## src/rtl/apb_pkg.sv

```systemverilog
// apb_pkg: shared FSM encoding and limits for the APB register file front-end
package apb_pkg;
    typedef enum logic {IDLE, ACCESS} apb_state_e;
    localparam int MaxWaitStates = 15;
endpackage

```

## src/rtl/apb_regfile_ctrl.sv

```systemverilog
// apb_regfile_ctrl: APB slave front-end with wait states and range check,
// driving the write port and combinational read port of an 8-bit register file.
module apb_regfile_ctrl
    import apb_pkg::*;
#(
    parameter int NumWords = 64,
    parameter int AddrWidth = 8,
    parameter int WaitStates = 0,
    localparam int OffW = $clog2(NumWords),
    localparam int WaitW = (WaitStates == 0) ? 1 : $clog2(WaitStates + 1)
) (
    input  logic                 clk,
    input  logic                 reset,
    input  logic                 psel,
    input  logic                 penable,
    input  logic                 pwrite,
    input  logic [AddrWidth-1:0] paddr,
    input  logic [7:0]           pwdata,
    output logic [7:0]           prdata,
    output logic                 pready,
    output logic                 pslverr,
    output logic                 rf_w_en,
    output logic [OffW-1:0]      rf_offset,
    output logic [7:0]           rf_data_in,
    input  logic [7:0]           rf_data_out
);
    localparam logic [AddrWidth:0] Limit = (AddrWidth + 1)'(NumWords);

    apb_state_e           state_q, state_d;
    logic [WaitW-1:0]     wait_q, wait_d;
    logic [AddrWidth-1:0] addr_q, addr_d;
    logic [7:0]           data_q, data_d;
    logic                 write_q, write_d;
    logic                 err, done;

    always_ff @(posedge clk or posedge reset) begin
        if (reset) begin
            state_q <= IDLE;
            wait_q  <= '0;
            addr_q  <= '0;
            data_q  <= '0;
            write_q <= 1'b0;
        end else begin
            state_q <= state_d;
            wait_q  <= wait_d;
            addr_q  <= addr_d;
            data_q  <= data_d;
            write_q <= write_d;
        end
    end

    // Extend by one bit so NumWords == 2**AddrWidth still compares correctly
    assign err  = {1'b0, addr_q} >= Limit;
    assign done = (state_q == ACCESS) && psel && penable && (wait_q == '0);

    always_comb begin
        state_d = state_q;
        wait_d  = wait_q;
        addr_d  = addr_q;
        data_d  = data_q;
        write_d = write_q;
        if (state_q == IDLE) begin
            if (psel && !penable) begin
                state_d = ACCESS;
                wait_d  = WaitW'(WaitStates);
                addr_d  = paddr;
                data_d  = pwdata;
                write_d = pwrite;
            end
        end else if (!(psel && penable) || done) begin
            state_d = IDLE;
        end else begin
            wait_d = wait_q - 1'b1;
        end
    end

    assign pready     = done;
    assign pslverr    = done && err;
    assign rf_w_en    = done && write_q && !err;
    assign prdata     = (done && !write_q && !err) ? rf_data_out : '0;
    assign rf_offset  = (state_q == ACCESS) ? addr_q[OffW-1:0] : '0;
    assign rf_data_in = (state_q == ACCESS) ? data_q : '0;
endmodule

```

## config.mk

```make
export PLATFORM = sky130hd
export DESIGN_NAME = apb_regfile_ctrl
export DESIGN_NICKNAME = d
export VERILOG_FILES = /design/src/rtl/apb_pkg.sv /design/src/rtl/apb_regfile_ctrl.sv
export SDC_FILE = /design/constraint.sdc
export NUM_CORES = 1
export LEC_CHECK = 0
export ABC_AREA = 1
export CORE_ASPECT_RATIO = 0.7
export CORE_UTILIZATION = 30
export CTS_BUF_LIST = sky130_fd_sc_hd__clkbuf_4
export CTS_CLUSTER_SIZE = 12
export DETAILED_ROUTE_END_ITERATION = 8
export PLACE_DENSITY_LB_ADDON = 0.1
export SLEW_MARGIN = 20
export SYNTH_ARGS = -nofsm -noshare
export SYNTH_HDL_FRONTEND = slang
export SYNTH_SLANG_ARGS = --single-unit
```

## constraint.sdc

```tcl
create_clock -name clk -period 1.6 [get_ports clk]
set_clock_uncertainty 0.1 [all_clocks]
set_input_delay 0.16 -clock clk [delete_from_list [all_inputs] [get_ports clk]]
set_output_delay 0.16 -clock clk [all_outputs]
set_load 0.05 [all_outputs]
```

==> results.yml, run 1 <==
cells_and_area:
  final_common_cell: "nand2_1"
  insertedDiodeCount: 0
  fill_cells: 284
  layout_common_cells: "49 x nand2_1, 28 x clkdlybuf4s50_1, 27 x inv_1, 25 x buf_12"
  nets: 234
  design_area_sq_um: 1981
  ff_latch_area_sq_um: 475.5
  drive_gt1_frac: 0.2941
  multi_input_area_sq_um: 445.4
  postLayoutCoreUtil: 0.6208
  synthToLayoutAreaGrowth_pct: 93.52
floorplanning:
  rows: 17
  coreArea_sq_um: 3191
  ios: 54
  start_util: 0.3208
  die_w_um: 71.81
  die_h_um: 50.87
  die_area_sq_um: 3653
logic_synthesis:
  ys_warn_count: 0
  postSynthCellCount: 141
  ys_ff_latch: 19
  syn_area_sq_um: 1023
  synth_cell_types: 14
  syn_nets: 170
  syn_avg_cell_area_sq_um: 7.259
  ys_seq_area_frac: 0.4645
global_route:
  grt_max_degree: 20
  grt_pass1_wl_mm: 4.347
  antenna_found_initial: 0
  grt_overflow: 0
  first_global_vias: 967
  grt.total_usage: 0.1551
worst_setup_path:
  cp_max_fo: 2
  endpoint_kind: "primary output"
  crit_required_ns: 1.34
  worstSetupPathType: "reg -> out"
  arrival_ns: 1.38
  crit_path_start_kind: "flop"
cts:
  cts_max_level: 1
  cts-root-buf: "clkbuf_4"
  cts_tree: "done"
  cts.path.max_buffers: 2
  cts.sinks: 19
  cts_buffers: 3
  clk_latency_ns: 0.29
  path_clk_slew_ns: 0.11
drt:
  wl_per_cell_um: 11.33
  routed_wl_mm: 2.742
  dr.pass1.iters: 4
  drt_iter0_markers: 18
  antenna_left: 0
  vias: 1046
  vias_per_cell: 4.322
  drc: 0
timing:
  setup_viol: 10
  period_needed_ns: 1.644
  holdWs_ns: 0.3092
  max_slew_margin: 0.8234
  fin_crit_sh: 1.027
  finalHoldViolations: 0
  fmax_mhz: 608.4
  worstMarginPinSlew_ns: 0.2646
  setup_ws_ns: -0.04376
  drv_slew: 0
  rsz0062_at_grt: "yes"
  final.setup.tns_ns: -0.2406
pwr:
  irDropWorstVdd_v: 0.0004093
  leakage_nw: 1.059
  powerDensity_nw_per_um2: 643.1
min_path:
  hp-class: "in -> reg"
place:
  placed_area_sq_um: 1891
  place_hpwl_mm: 2.110
  port_buffers: 53
  post-place-ws_ns: 0.02089
  gp_congestion: 0.7435
run_status:
  violations: "negative setup slack"
  status: "finished, violations left"
run:
  cap_violations: 0
-- routing by layer --
layer  vias to the layer above  part of all wire  GRT usage
li1                        538                 -          -
met1                       485              0.45     0.1905
met2                        23              0.51     0.2799
met3                         0             0.044    0.04339
met4                         0                 0    0.01961
met5                         -                 0          0
-- path summary, 6_finish.rpt --
kind / slack (ns) / cells after the start / start / endpoint
setup / recovery: -0.04 / 7 / wait_q / pready
hold / removal: 0.31 / 3 / pwdata[0] / data_q[0]
setup reg to reg: 0.33 / 5 / state_q / data_q[6]
hold reg to reg: 0.39 / 2 / addr_q[7] / addr_q[7]
max in group asynchronous: 0.39 / 4 / reset / write_q
min in group asynchronous: 0.55 / 3 / reset / addr_q[3]
-- layout make-up --
| cell class | count | share of cell area |
|---|---|---|
| clock buffers | 4 | 0.01516 |
| repair buffers | 65 | 0.4409 |
| well taps | 38 | 0.02401 |
| inverters | 29 | 0.05496 |
| multi-input cells | 87 | 0.2249 |
| flip-flops and latches | 19 | 0.2401 |
-- cell families after synthesis --
family                 synth area share
AOI/OAI and AO/OA              0.004885
buffers and inverters            0.1491
and+or+nand+nor                  0.3814
DFF                              0.4646
-- metrics by stage --
step / power (mW) / instances
floorplan: 0.7996 / 141
global placement: 1.000 / 234
detailed placement: 1.012 / 234
CTS: 1.285 / 241
global route: 1.338 / 242
finish: 1.274 / 242
-- worst max-delay path, stage by stage (launching register included) --
cell	delay, ns
dfrtp_1	0.41
inv_2	0.07
nand2_2	0.06
nor2_4	0.11
buf_4	0.13
buf_4	0.09
buf_4	0.10
buf_12	0.12
-- Yosys cell counts --
| library cell | number | area [sq um] |
|---|---|---|
| buf_6 | 1 | 11.26 |
| nor2_8 | 1 | 20.02 |
| buf_4 | 3 | 22.52 |
| nor2_2 | 1 | 6.260 |
| nand2_1 | 51 | 191.4 |
| nor2_1 | 10 | 37.54 |
| buf_2 | 2 | 10.01 |
| nand2_2 | 1 | 6.260 |
| nor2_4 | 1 | 11.26 |
| inv_1 | 29 | 108.9 |
| dfrtp_1 | 19 | 475.5 |
| nand2_4 | 2 | 22.52 |
| nand3_1 | 19 | 95.09 |
| o21ai_0 | 1 | 5.000 |
-- repair_timing --
action,in CTS,in global routing
hold endpoints to repair,6,0
resized for setup,6,3
setup endpoints to repair,10,11
pin swaps,1,2
gates cloned,0,0
buffers inserted,2,1
hold buffers,1,0
-- state kept, by name, summed over array words and instances, names as in the netlist --
name	cells
state_q	1
data_q	8
addr_q	8
wait_q	1
write_q	1
-- report_power, final --
part           leakage, nW  switching (mW)  internal (mW)
registers            0.238          0.0377          0.546
clock network       0.0184           0.142          0.114
logic                0.802           0.227          0.207
(Power assumes the default switching activity.)
==> run 2: changes to the inputs <==
ABC_AREA = unset   (was 1)
SLEW_MARGIN = 40   (was 20)
==> run 2 against run 1 <==
Effect of this change: the run still ends with negative setup slack left; worst hold slack worse by 0.23 ns; register-to-register slack worse by 0.24 ns; combinational power up 42%; synthesized cell count is 40% lower; global-route usage up 0.42 points; critical path type unchanged; critical endpoint is now prdata[5]; largest cell class unchanged.
==> results.yml, run 2 <==
worst_setup_path:
  crit_path_start_kind: "flop"
  cp_max_fo: 5
  worstSetupPathType: "reg -> out"
  arrival_ns: 1.53
  crit_required_ns: 1.34
  endpoint_kind: "primary output"
  crit_start: "addr_q[7]"
  worstReg2RegStart: "state_q"
floorplanning:
  start_util: 0.3180
  die_h_um: 50.66
  coreArea_sq_um: 3191
  die_w_um: 71.51
  rows: 17
  die_area_sq_um: 3623
  ios: 54
logic_synthesis:
  synth_area_leaders: "dfrtp_1 47%, mux2_4 15%, mux2_2 7.8%, and2_1 6.2%, nor4_1 4.9%"
  ys.flop_type: "dfrtp_1"
  syn_nets: 114
  synthMostInstantiatedCell: "dfrtp_1"
  postSynthCellCount: 85
  ys_ff_latch: 19
  synth_cell_types: 21
  synthArstFlopShare: 1.000
  yosys-top-cells-count: "19 x dfrtp_1, 11 x inv_1, 10 x and2_1, 10 x mux2_4, 8 x nor4_1"
  ys_warn_count: 0
  syn_avg_cell_area_sq_um: 11.94
  ys_seq_area_frac: 0.4686
  synth_edf_count: 0
  synth.largest_area_cell: "dfrtp_1"
  synth_top_area_share: 0.4686
  syn_area_sq_um: 1015
cells_and_area:
  fin_cells: 188
  postLayoutCoreUtil: 0.6722
  top_regs: "addr_q: 8 flops, data_q: 8 flops"
  layout_common_cells: "28 x clkdlybuf4s50_1, 27 x buf_12, 19 x dfrtp_1, 14 x and2_4, 11 x inv_1"
  drive_gt1_frac: 0.5800
  synthToLayoutAreaGrowth_pct: 111.3
  nets: 180
  final_common_cell: "clkdlybuf4s50_1"
  fill_cells: 225
  insertedDiodeCount: 0
global_route:
  first_global_vias: 837
  grt_overflow: 0
  antenna_found_initial: 0
  grt.total_usage: 0.1593
  grt_pass1_wl_mm: 4.312
  grt_max_degree: 20
timing:
  drv_slew: 0
  fmax_mhz: 557.9
  worstMarginPinSlew_ns: 0.2892
  setup_ws_ns: -0.1924
  rsz0062_at_grt: "yes"
  period_needed_ns: 1.792
  setup_viol: 11
  max_slew_margin: 0.8058
  holdWs_ns: 0.08049
  fin_crit_sh: 1.120
  finalHoldViolations: 0
run_status:
  violations: "negative setup slack"
  status: "finished, violations left"
drt:
  vias: 865
  routed_wl_mm: 2.737
  antenna_left: 0
  vias_per_cell: 4.601
  wl_per_cell_um: 14.56
  drc: 0
  dr.pass1.iters: 2
  drt_iter0_markers: 10
cts:
  cts_buffers: 3
  cts_max_level: 1
  clk_latency_ns: 0.29
  cts-root-buf: "clkbuf_4"
  path_clk_slew_ns: 0.11
  cts_tree: "done"
  cts.path.max_buffers: 2
  cts.sinks: 19
place:
  port_buffers: 53
  place_hpwl_mm: 1.988
  gp_congestion: 0.6285
  post-place-ws_ns: -0.1508
  dp.cells: 180
run:
  cap_violations: 0
min_path:
  hp-class: "in -> async"
pwr:
  irDropWorstVdd_v: 0.0004720
  leakage_nw: 0.9320
  powerDensity_nw_per_um2: 688.4
[run 2: cell types whose count changed in the layout (fill, tap and decap cells not counted), moves of 7 or more]
| cell | previous run | this run |
|---|---|---|
| nor2_2 | 7 | 0 |
| mux2_2 | 0 | 7 |
| mux2_4 | 0 | 10 |
| and2_4 | 0 | 14 |
| nand3_1 | 19 | 0 |
| nor4_4 | 0 | 8 |
| inv_1 | 27 | 11 |
| nand2_1 | 49 | 0 |
[run 2: cells by family (layout without fill, tap and decap cells)]
family | Yosys count | in the layout | share of synthesized area
AND/OR/NAND/NOR | 29 | 30 | 0.1961
flip-flops | 19 | 19 | 0.4686
multiplexers | 17 | 17 | 0.2256
buffers and inverters | 17 | 81 | 0.08631
AO/OA/AOI/OAI | 2 | 2 | 0.01480
XOR/XNOR | 1 | 1 | 0.008633
[run 2: worst max-delay path, stage by stage (launching register included)]
cell     delay, ns
dfrtp_1       0.42
or2_4         0.33
nor4_4        0.30
buf_12        0.18
[run 2: worst paths after layout]
| kind | endpoint | cells past startpoint | slack [ns] |
|---|---|---|---|
| min | addr_q[7] | 3 | 0.08 |
| min reg2reg | data_q[7] | 1 | 0.42 |
| max reg2reg | addr_q[6] | 4 | 0.09 |
| max | prdata[5] | 3 | -0.19 |
| min in group clk | data_q[1] | 2 | 0.38 |
| max in group asynchronous | write_q | 3 | 1.11 |
[run 2: stage by stage]
step,TNS (ns),total power [mW],cell area [sq um]
global placement,-2.214,1.167,2027
detailed placement,-2.597,1.183,2027
finish,-1.574,1.476,2145
global route,-2.415,1.556,2145
CTS,-1.629,1.489,2116
floorplan,-0.5897,0.9486,1177
[run 2: area by class of cell]
cell class,count,area (sq um),share of cell area
clock buffer,4,30.03,0.01400
inverter,11,41.29,0.01925
multi-input combinational,50,631.9,0.2946
sequential,19,475.5,0.2217
tap,38,47.55,0.02217
timing repair buffer,66,918.4,0.4282
[run 2: timing repair]
item | in CTS | in global routing
hold buffers | 0 | 0
cloned | 1 | 0
buffers inserted | 2 | 1
pin swaps | 3 | 1
setup endpoints to repair | 10 | 25
resized for setup | 14 | 7
[run 2: where the power goes]
group | internal [mW] | total [mW] | switching, mW
registers | 0.558 | 0.606 | 0.0478
clock network | 0.114 | 0.256 | 0.142
logic | 0.338 | 0.615 | 0.276
total | 1.01 | 1.48 | 0.466
[run 2: metal layers]
layer  wire (um)  global-route usage  part of all wire  vias to the layer above
li1            -                   -                 -                      413
met1        1309              0.2247              0.48                      427
met2        1299              0.2556              0.47                       25
met3         128             0.04418             0.047                        0
met4           0            0.009804                 0                        0
met5           0                   0                 0                        -
